$ cat config.mk
export PLATFORM = sky130hd
export DESIGN_NAME = cbuf_uart_tx
export DESIGN_NICKNAME = d
export VERILOG_FILES = /design/src/rtl/cbuf_uart_tx.sv
export SDC_FILE = /design/constraint.sdc
export NUM_CORES = 1
export LEC_CHECK = 0
export BUFFER_PORTS_ARGS = -buffer_cell sky130_fd_sc_hd__buf_2
export CORE_ASPECT_RATIO = 0.6
export CORE_MARGIN = 5
export CORE_UTILIZATION = 57
export CTS_CLUSTER_DIAMETER = 30
export DETAILED_ROUTE_END_ITERATION = 8
export PLACE_DENSITY = 0.84
export SYNTH_ARGS = -nofsm -noshare
export SYNTH_HDL_FRONTEND = slang
export SYNTH_SLANG_ARGS = --single-unit
$ cat constraint.sdc
create_clock -name rdclk -period 2.1 [get_ports rdclk]
set_input_delay 0.21 -clock rdclk [delete_from_list [all_inputs] [get_ports rdclk]]
set_output_delay 0.21 -clock rdclk [all_outputs]
set_load 0.05 [all_outputs]
$ cat src/rtl/cbuf_uart_tx.sv
// ---------------------------------------------------------------------------
// cbuf_uart_tx
// Reader side of the capture circular buffer. Whenever the buffer holds data
// (and fetching is enabled) it requests one byte with a get/byte_ready
// handshake, then sends that byte to the host PC as a UART 8N1 frame.
//
// Ports
//   rdclk       in   system clock, all logic on the rising edge
//   nreset      in   asynchronous active-low reset
//   en          in   1 = allowed to fetch new bytes (a frame in flight always completes)
//   byte_in     in   byte from the buffer, valid only while byte_ready=1
//   byte_ready  in   one-cycle pulse from the buffer: byte_in is valid
//   buf_empty   in   buffer empty flag
//   get         out  registered fetch request to the buffer
//   tx          out  UART serial line, idle high, driven from a register
//   busy        out  1 in every state except IDLE
//   sent_cnt    out  number of fully transmitted bytes, wraps to 0
// ---------------------------------------------------------------------------
module cbuf_uart_tx #(
    parameter int N      = 8,
    parameter int CLK_HZ = 50_000_000,
    parameter int BAUD   = 115200,
    parameter int CNT_W  = 16
) (
    input  logic             rdclk,
    input  logic             nreset,
    input  logic             en,
    input  logic [N-1:0]     byte_in,
    input  logic             byte_ready,
    input  logic             buf_empty,
    output logic             get,
    output logic             tx,
    output logic             busy,
    output logic [CNT_W-1:0] sent_cnt
);

    localparam int CLKS_PER_BIT = CLK_HZ / BAUD;
    localparam int BAUD_W       = (CLKS_PER_BIT > 1) ? $clog2(CLKS_PER_BIT) : 1;
    localparam int IDX_W        = (N > 1) ? $clog2(N) : 1;

    localparam logic [BAUD_W-1:0] BAUD_LAST = BAUD_W'(CLKS_PER_BIT - 1);
    localparam logic [IDX_W-1:0]  IDX_LAST  = IDX_W'(N - 1);

    localparam logic [2:0] IDLE  = 3'd0;
    localparam logic [2:0] REQ   = 3'd1;
    localparam logic [2:0] START = 3'd2;
    localparam logic [2:0] DATA  = 3'd3;
    localparam logic [2:0] STOP  = 3'd4;

    logic [2:0]        state;
    logic [N-1:0]      shift_reg;
    logic [BAUD_W-1:0] baud_cnt;
    logic [IDX_W-1:0]  bit_idx;
    logic              baud_done;

    // Last cycle of the current bit period.
    assign baud_done = (baud_cnt == BAUD_LAST);
    assign busy      = (state != IDLE);

    // Fetch handshake and frame serialiser. tx is updated on the same edge
    // that enters each bit, so every bit occupies exactly CLKS_PER_BIT cycles
    // and the line never glitches between bits.
    always_ff @(posedge rdclk or negedge nreset) begin
        if (!nreset) begin
            state     <= IDLE;
            get       <= 1'b0;
            tx        <= 1'b1;
            sent_cnt  <= '0;
            shift_reg <= '0;
            baud_cnt  <= '0;
            bit_idx   <= '0;
        end else begin
            case (state)
                IDLE: begin
                    if (en && !buf_empty) begin
                        state <= REQ;
                        get   <= 1'b1;
                    end else begin
                        get <= 1'b0;
                    end
                end

                // The buffer may stall the fetch while it is being written,
                // so get stays high until byte_ready arrives; en is ignored.
                REQ: begin
                    if (byte_ready) begin
                        shift_reg <= byte_in;
                        get       <= 1'b0;
                        baud_cnt  <= '0;
                        tx        <= 1'b0;
                        state     <= START;
                    end
                end

                START: begin
                    if (baud_done) begin
                        baud_cnt <= '0;
                        bit_idx  <= '0;
                        tx       <= shift_reg[0];
                        state    <= DATA;
                    end else begin
                        baud_cnt <= baud_cnt + BAUD_W'(1);
                    end
                end

                // shift_reg[1] is the next bit to appear after the shift.
                DATA: begin
                    if (baud_done) begin
                        baud_cnt  <= '0;
                        shift_reg <= shift_reg >> 1;
                        if (bit_idx == IDX_LAST) begin
                            tx    <= 1'b1;
                            state <= STOP;
                        end else begin
                            bit_idx <= bit_idx + IDX_W'(1);
                            tx      <= shift_reg[1];
                        end
                    end else begin
                        baud_cnt <= baud_cnt + BAUD_W'(1);
                    end
                end

                STOP: begin
                    if (baud_done) begin
                        baud_cnt <= '0;
                        sent_cnt <= sent_cnt + CNT_W'(1);
                        state    <= IDLE;
                    end else begin
                        baud_cnt <= baud_cnt + BAUD_W'(1);
                    end
                end

                default: begin
                    state <= IDLE;
                    get   <= 1'b0;
                    tx    <= 1'b1;
                end
            endcase
        end
    end

endmodule

==> results of run 1 <==
==> per-layer routing <==
layer	vias to the layer above	global-route usage (%)
met2	57	27.0
met3	12	4.73
li1	850	-
met4	0	7.22
met1	835	26.5
met5	-	0
==> area by class of cell <==
cell class / count / area (sq um) / area share, %
Timing Repair Buffer: 39 / 218 / 8.57
Clock buffer: 5 / 68.8 / 2.71
Tap cell: 47 / 58.8 / 2.31
Clock inverter: 3 / 17.5 / 0.689
Multi-Input combinational cell: 156 / 1120 / 44.3
Inverter: 7 / 26.3 / 1.03
Sequential cell: 41 / 1030 / 40.4
==> worst max path at each step <==
stage / to / slack (ps) / cells after the start
global placement: shift_reg[4] / 280 / 6
detailed placement: bit_idx[0] / 230 / 6
global route: shift_reg[2] / 80 / 6
CTS: bit_idx[0] / 200 / 6
finish: bit_idx[0] / 190 / 6
floorplan: bit_idx[0] / 330 / 6
==> cell families (layout without fill, tap and decap cells) <==
family | after synthesis | after routing | synth area share [%]
AO/OA/AOI/OAI | 36 | 36 | 10.7
XOR/XNOR | 16 | 16 | 6.28
adder cells (fa/ha/maj) | 5 | 5 | 2.80
buffers and inverters | 17 | 54 | 3.53
flip-flops | 41 | 41 | 46.0
multiplexers | 17 | 17 | 8.58
AND/OR/NAND/NOR | 82 | 82 | 22.0
==> through the flow <==
stage               util (%)  cell area, sq um  instances  total power, mW
global route            68.3              2540        298             1.44
global placement        65.7              2440        289            0.890
floorplan                  -              2230        214            0.855
CTS                     68.3              2540        298             1.39
detailed placement      65.7              2440        289            0.893
finish                  68.3              2540        298             1.38
==> repair_timing <==
item                                   in CTS  in global routing
hold buffers                                1                  0
gates resized for setup                     0                  0
setup buffers                               0                  0
endpoints found under the hold margin      25                  0
==> cells in the final DEF (no fill, tap or decap), types with 2 or more instances in the layout <==
cell type / synthesis / final
nor2_1: 12 / 12
and3_1: 5 / 5
clkbuf_8: 0 / 5
nand3_1: 15 / 15
nand4_1: 5 / 5
nand2b_1: 5 / 5
a22o_1: 2 / 2
ha_1: 5 / 5
nand2_1: 20 / 20
xor2_1: 4 / 4
or3_1: 2 / 2
mux2i_1: 3 / 3
nor3_1: 4 / 4
a31oi_1: 5 / 5
or3_4: 2 / 2
o311ai_0: 2 / 2
clkinv_2: 0 / 2
dfrtp_1: 40 / 40
o22ai_1: 2 / 2
xnor2_1: 12 / 12
inv_1: 7 / 7
buf_4: 1 / 7
mux2_2: 13 / 13
a21oi_1: 9 / 9
buf_2: 1 / 31
a211oi_1: 3 / 3
o21ai_0: 6 / 6
==> synth_stat cells, types with 3 or more instances <==
library cell	number	area, sq um
inv_1	7	26.3
nand2_1	20	75.1
a211oi_1	3	22.5
nor3_1	4	20.0
xor2_1	4	35.0
a21oi_1	9	45.0
o21ai_0	6	30.0
xnor2_1	12	105
nor2_1	12	45.0
and3_1	5	31.3
ha_1	5	62.6
mux2i_1	3	30.0
mux2_2	13	146
nand3_1	15	75.1
dfrtp_1	40	1000
a31oi_1	5	31.3
clkbuf_1	4	15.0
nand2b_1	5	31.3
nand4_1	5	31.3
==> power by group <==
| part | internal [mW] | leakage [nW] | switching [mW] | total, mW |
|---|---|---|---|---|
| Sequential | 0.799 | 0.518 | 0.00541 | 0.805 |
| Clock | 0.229 | 0.0439 | 0.275 | 0.504 |
| Combinational | 0.0295 | 0.679 | 0.0431 | 0.0726 |
| Total | 1.06 | 1.24 | 0.323 | 1.38 |
==> tightest hold or removal path, cell delays in order <==
cell	delay, ps
buf_2	80
mux2i_1	50
mux2i_1	120
==> run metrics, run 1 <==
status finished, final reports clean; actual slew at the worst max-slew pin 596 ps; share of post-route cells with drive strength above 1 28.7%; Total Routing Usage GR 18.5%; Max clock buf depth 2; global-route wire length before repair 7770 um; Residual DRC 0; H-tree depth 2; dominant synthesized flop cell dfrtp_1; WL per Instance 15.5 um; number of enable flip-flop cells after synthesis 0; Diodes inserted 0; met1 wire length 2240 um; Crit path largest cell delay 450 ps; Worst Clk Skew 3.72 ps; leakage 1.24 nW; worst hold margin 216 ps; core area 3720 sq um; ys async rst share 100%; GR Overflow Total 0; Worst slew margin 60.3%; Startpoint Class flip-flop; Port Buffer Count 31; # setup viols final 0; crit path cell chain inv_1, ha_1, nand4b_2, or3_4, or4_1, nand3_1; num ports 32; clock latency on the worst-skew pair 290 ps; Fillers 298; WL met2 1990 um; PD cells 544 nW/um^2; full die area 5310 sq um; Worst Reg2Reg Path Length in Cells 6; RR Startpoint baud_cnt[1]; Final ANT Viol Nets 0; endpoint class of the critical path flip-flop; worst IR drop on VDD 0.000328 V; worst path bufs/invs 1; highest metal used met4; total number of vias 1754; Fmax achieved 524 MHz; 1st-iter DRT viols 132; Max Slew Vio Count 0; Seq/Total Area, Yosys 46.0%; Post-Syn Area 2230 sq um; die height 58.5 um; Max-Cap Viols 0; fin crit share 90.9%; Post-Syn Nets 232; RSZ-0062 raised after global routing false; Hold Crit Depth 3; Largest register FFs 16; Hold Crit Start byte_in[0]; Avg Inst Size Synth 10.4 sq um; CP max stage cell or3_4; setup_tns 0 ps; CTS tree yes; post-route minimum period 1910 ps; Final Hold Fails 0; chip width 90.8 um; post-synthesis cell count 214; FP Rows 17; arrival time at the worst endpoint 2140 ps; initial core utilization 59.9%; met3 wire length 314 um; Yosys warning total 0; Seq cells post-synth 41; CTS root buffer clkbuf_8; Setup Crit Path Kind reg2reg; vias in the first global route 1637; DR pass1 iterations 4; CTS Sinks 41; DR vias/cell 5.89; crit path from baud_cnt[1]; Critical Path Fanout Max 6; area delta synth->final 13.9%; R2R setup slack 190 ps; kind of cell adding the most delay to the critical path simple AND/OR/NAND/NOR gates; Worst-path clk slew 80 ps; hold path endpoint shift_reg[0]; Inserted Clock Buffers 5; final WL 4630 um; worst setup margin 191 ps; Netlist cell types 50; initial antenna violation count 0; critical path required time 2330 ps; GPL Wtd Cong 0.796; pin count of the biggest net entering global routing 28; worst hold path class in2reg; FF-to-FF End bit_idx[0]; Final nets 268; Place WS 226 ps; DP HPWL 3470 um
No activity file was read; power rests on OpenSTA's default activity.
==> run 2, diff against run 1 <==
Settings changed: CORE_MARGIN 5 to 4, REMOVE_ABC_BUFFERS set to 1.
==> run metrics, run 2 (synthesis results as in run 1) <==
status finished, final reports clean (unchanged); CTS Sinks 41 (unchanged); Post-CTS Hold Fix Bufs 1 (unchanged); core area 3720 sq um (unchanged); FP Rows 17 (unchanged); RSZ-0062 raised after global routing false (unchanged); Max Slew Vio Count 0 (unchanged); actual slew at the worst max-slew pin 608 ps (was 596 ps); CTS root buffer clkbuf_8 (unchanged); Non-Filler Instances 297 (was 298); worst hold margin 225 ps (was 216 ps); 1st-iter DRT viols 106 (was 132); post-CTS setup buffers 0 (unchanged); Power Total 1.40 mW (was 1.38 mW); Residual DRC 0 (unchanged); RR Startpoint baud_cnt[0] (was baud_cnt[1]); chip width 88.8 um (was 90.8 um); Largest register FFs 16 (unchanged); most frequent cells in the layout 40 x dfrtp_1, 31 x buf_2, 20 x nand2_1 (unchanged); setup_tns 0 ps (unchanged); Inserted Clock Buffers 5 (unchanged); Fillers 289 (was 298); vias in the first global route 1624 (was 1637); H-tree depth 2 (unchanged); Critical Path Fanout Max 14 (was 6); post-CTS sizing 0 (unchanged); Max-Cap Viols 0 (unchanged); Final nets 268 (unchanged); Setup Crit Path Kind reg2reg (unchanged); Final Hold Fails 0 (unchanged); post-route minimum period 1990 ps (was 1910 ps); fin crit share 94.6% (was 90.9%); # setup viols final 0 (unchanged); endpoint class of the critical path flip-flop (unchanged); pin count of the biggest net entering global routing 27 (was 28); crit path from baud_cnt[0] (was baud_cnt[1]); crit path to baud_cnt[5] (was bit_idx[0]); clock latency on the worst-skew pair 290 ps (about the same); Startpoint Class flip-flop (unchanged); initial core utilization 59.9% (unchanged); arrival time at the worst endpoint 2200 ps (was 2140 ps); Diodes inserted 0 (unchanged); GR Overflow Total 0 (unchanged); full die area 5010 sq um (was 5310 sq um); PD cells 549 nW/um^2 (was 544 nW/um^2); DP HPWL 3430 um (was 3470 um); Placed Instances 289 (unchanged); WL per Instance 15.3 um (was 15.5 um); R2R setup slack 110 ps (was 190 ps); CTS tree yes (unchanged); num ports 32 (unchanged); DR vias/cell 5.84 (was 5.89); area delta synth->final 13.9% (unchanged); Worst Reg2Reg Path Length in Cells 5 (was 6); Worst-path clk slew 70 ps (was 80 ps); Port Buffer Count 31 (unchanged); worst IR drop on VDD 0.000397 V (was 0.000328 V); Total Routing Usage GR 19.5% (was 18.5%); GPL Wtd Cong 0.909 (was 0.796); FF-to-FF End baud_cnt[5] (was bit_idx[0]); Fmax achieved 503 MHz (was 524 MHz); commonest non-fill, non-tap cell in the layout dfrtp_1 (unchanged); worst hold path class in2reg (unchanged); global-route wire length before repair 7610 um (was 7770 um); share of post-route cells with drive strength above 1 28.0% (was 28.7%); Worst Clk Skew 3.87 ps (was 3.72 ps); total number of vias 1735 (was 1754); Final ANT Viol Nets 0 (unchanged); DR pass1 iterations 4 (unchanged); critical path required time 2310 ps (was 2330 ps); Worst slew margin 59.5% (was 60.3%); Max clock buf depth 2 (unchanged); initial antenna violation count 0 (unchanged); leakage 1.24 nW (about the same); final WL 4540 um (was 4630 um); die height 56.5 um (was 58.5 um)
[run 2: cell types whose count changed in the layout (fill, tap and decap cells not counted), sizes merged]
| cell | delta |
|---|---|
| clkbuf | +2 |
| clkinv | -2 |
| clkinvlp | -1 |
[run 2: worst max-delay path, cell delays in order (launching register included)]
cell	delay, ps
dfrtp_1	440
ha_1	260
and4b_1	250
a22oi_2	550
o21ai_0	200
a31oi_1	200
[run 2: layout make-up]
class                   count  area [sq um]  area share (%)
flip-flops and latches     41          1030            40.4
repair buffers             39           218            8.57
clock buffers               7          86.3            3.40
multi-input cells         156          1120            44.3
inverters                   7          26.3            1.03
well taps                  47          58.8            2.31
[run 2: through the flow]
stage                     setup WS [ps]  util (%)  area, sq um
final                               114      68.3         2540
after global routing               10.8      68.3         2540
after CTS                           154      68.3         2540
after global placement              273      65.7         2440
after floorplan                     177         -         2180
after detailed placement            186      65.7         2440
[run 2: worst min path at each step]
stage	slack [ps]	cells after the start	from	end
2_1_floorplan	-90	0	nreset	baud_cnt[0]
3_3_place_gp	110	1	nreset	sent_cnt[0]
3_5_place_dp	110	1	nreset	sent_cnt[0]
4_1_cts	220	3	byte_in[0]	shift_reg[0]
5_1_grt	240	3	byte_in[0]	shift_reg[0]
6_report	230	3	byte_in[0]	shift_reg[0]
[run 2: power by group]
group | internal [mW] | leakage, nW | switching [mW] | total, mW
clock | 0.261 | 0.0443 | 0.257 | 0.518
combinational | 0.0295 | 0.679 | 0.0427 | 0.0722
sequential | 0.800 | 0.518 | 0.00530 | 0.805
total | 1.09 | 1.24 | 0.305 | 1.40
[run 2: per-layer routing]
metal | up-vias | GRT usage (%) | routed length (um)
li1 | 842 | - | -
met1 | 831 | 29.5 | 2360
met2 | 53 | 26.3 | 1870
met3 | 9 | 4.99 | 252
met4 | 0 | 7.11 | 59
met5 | - | 0 | 0
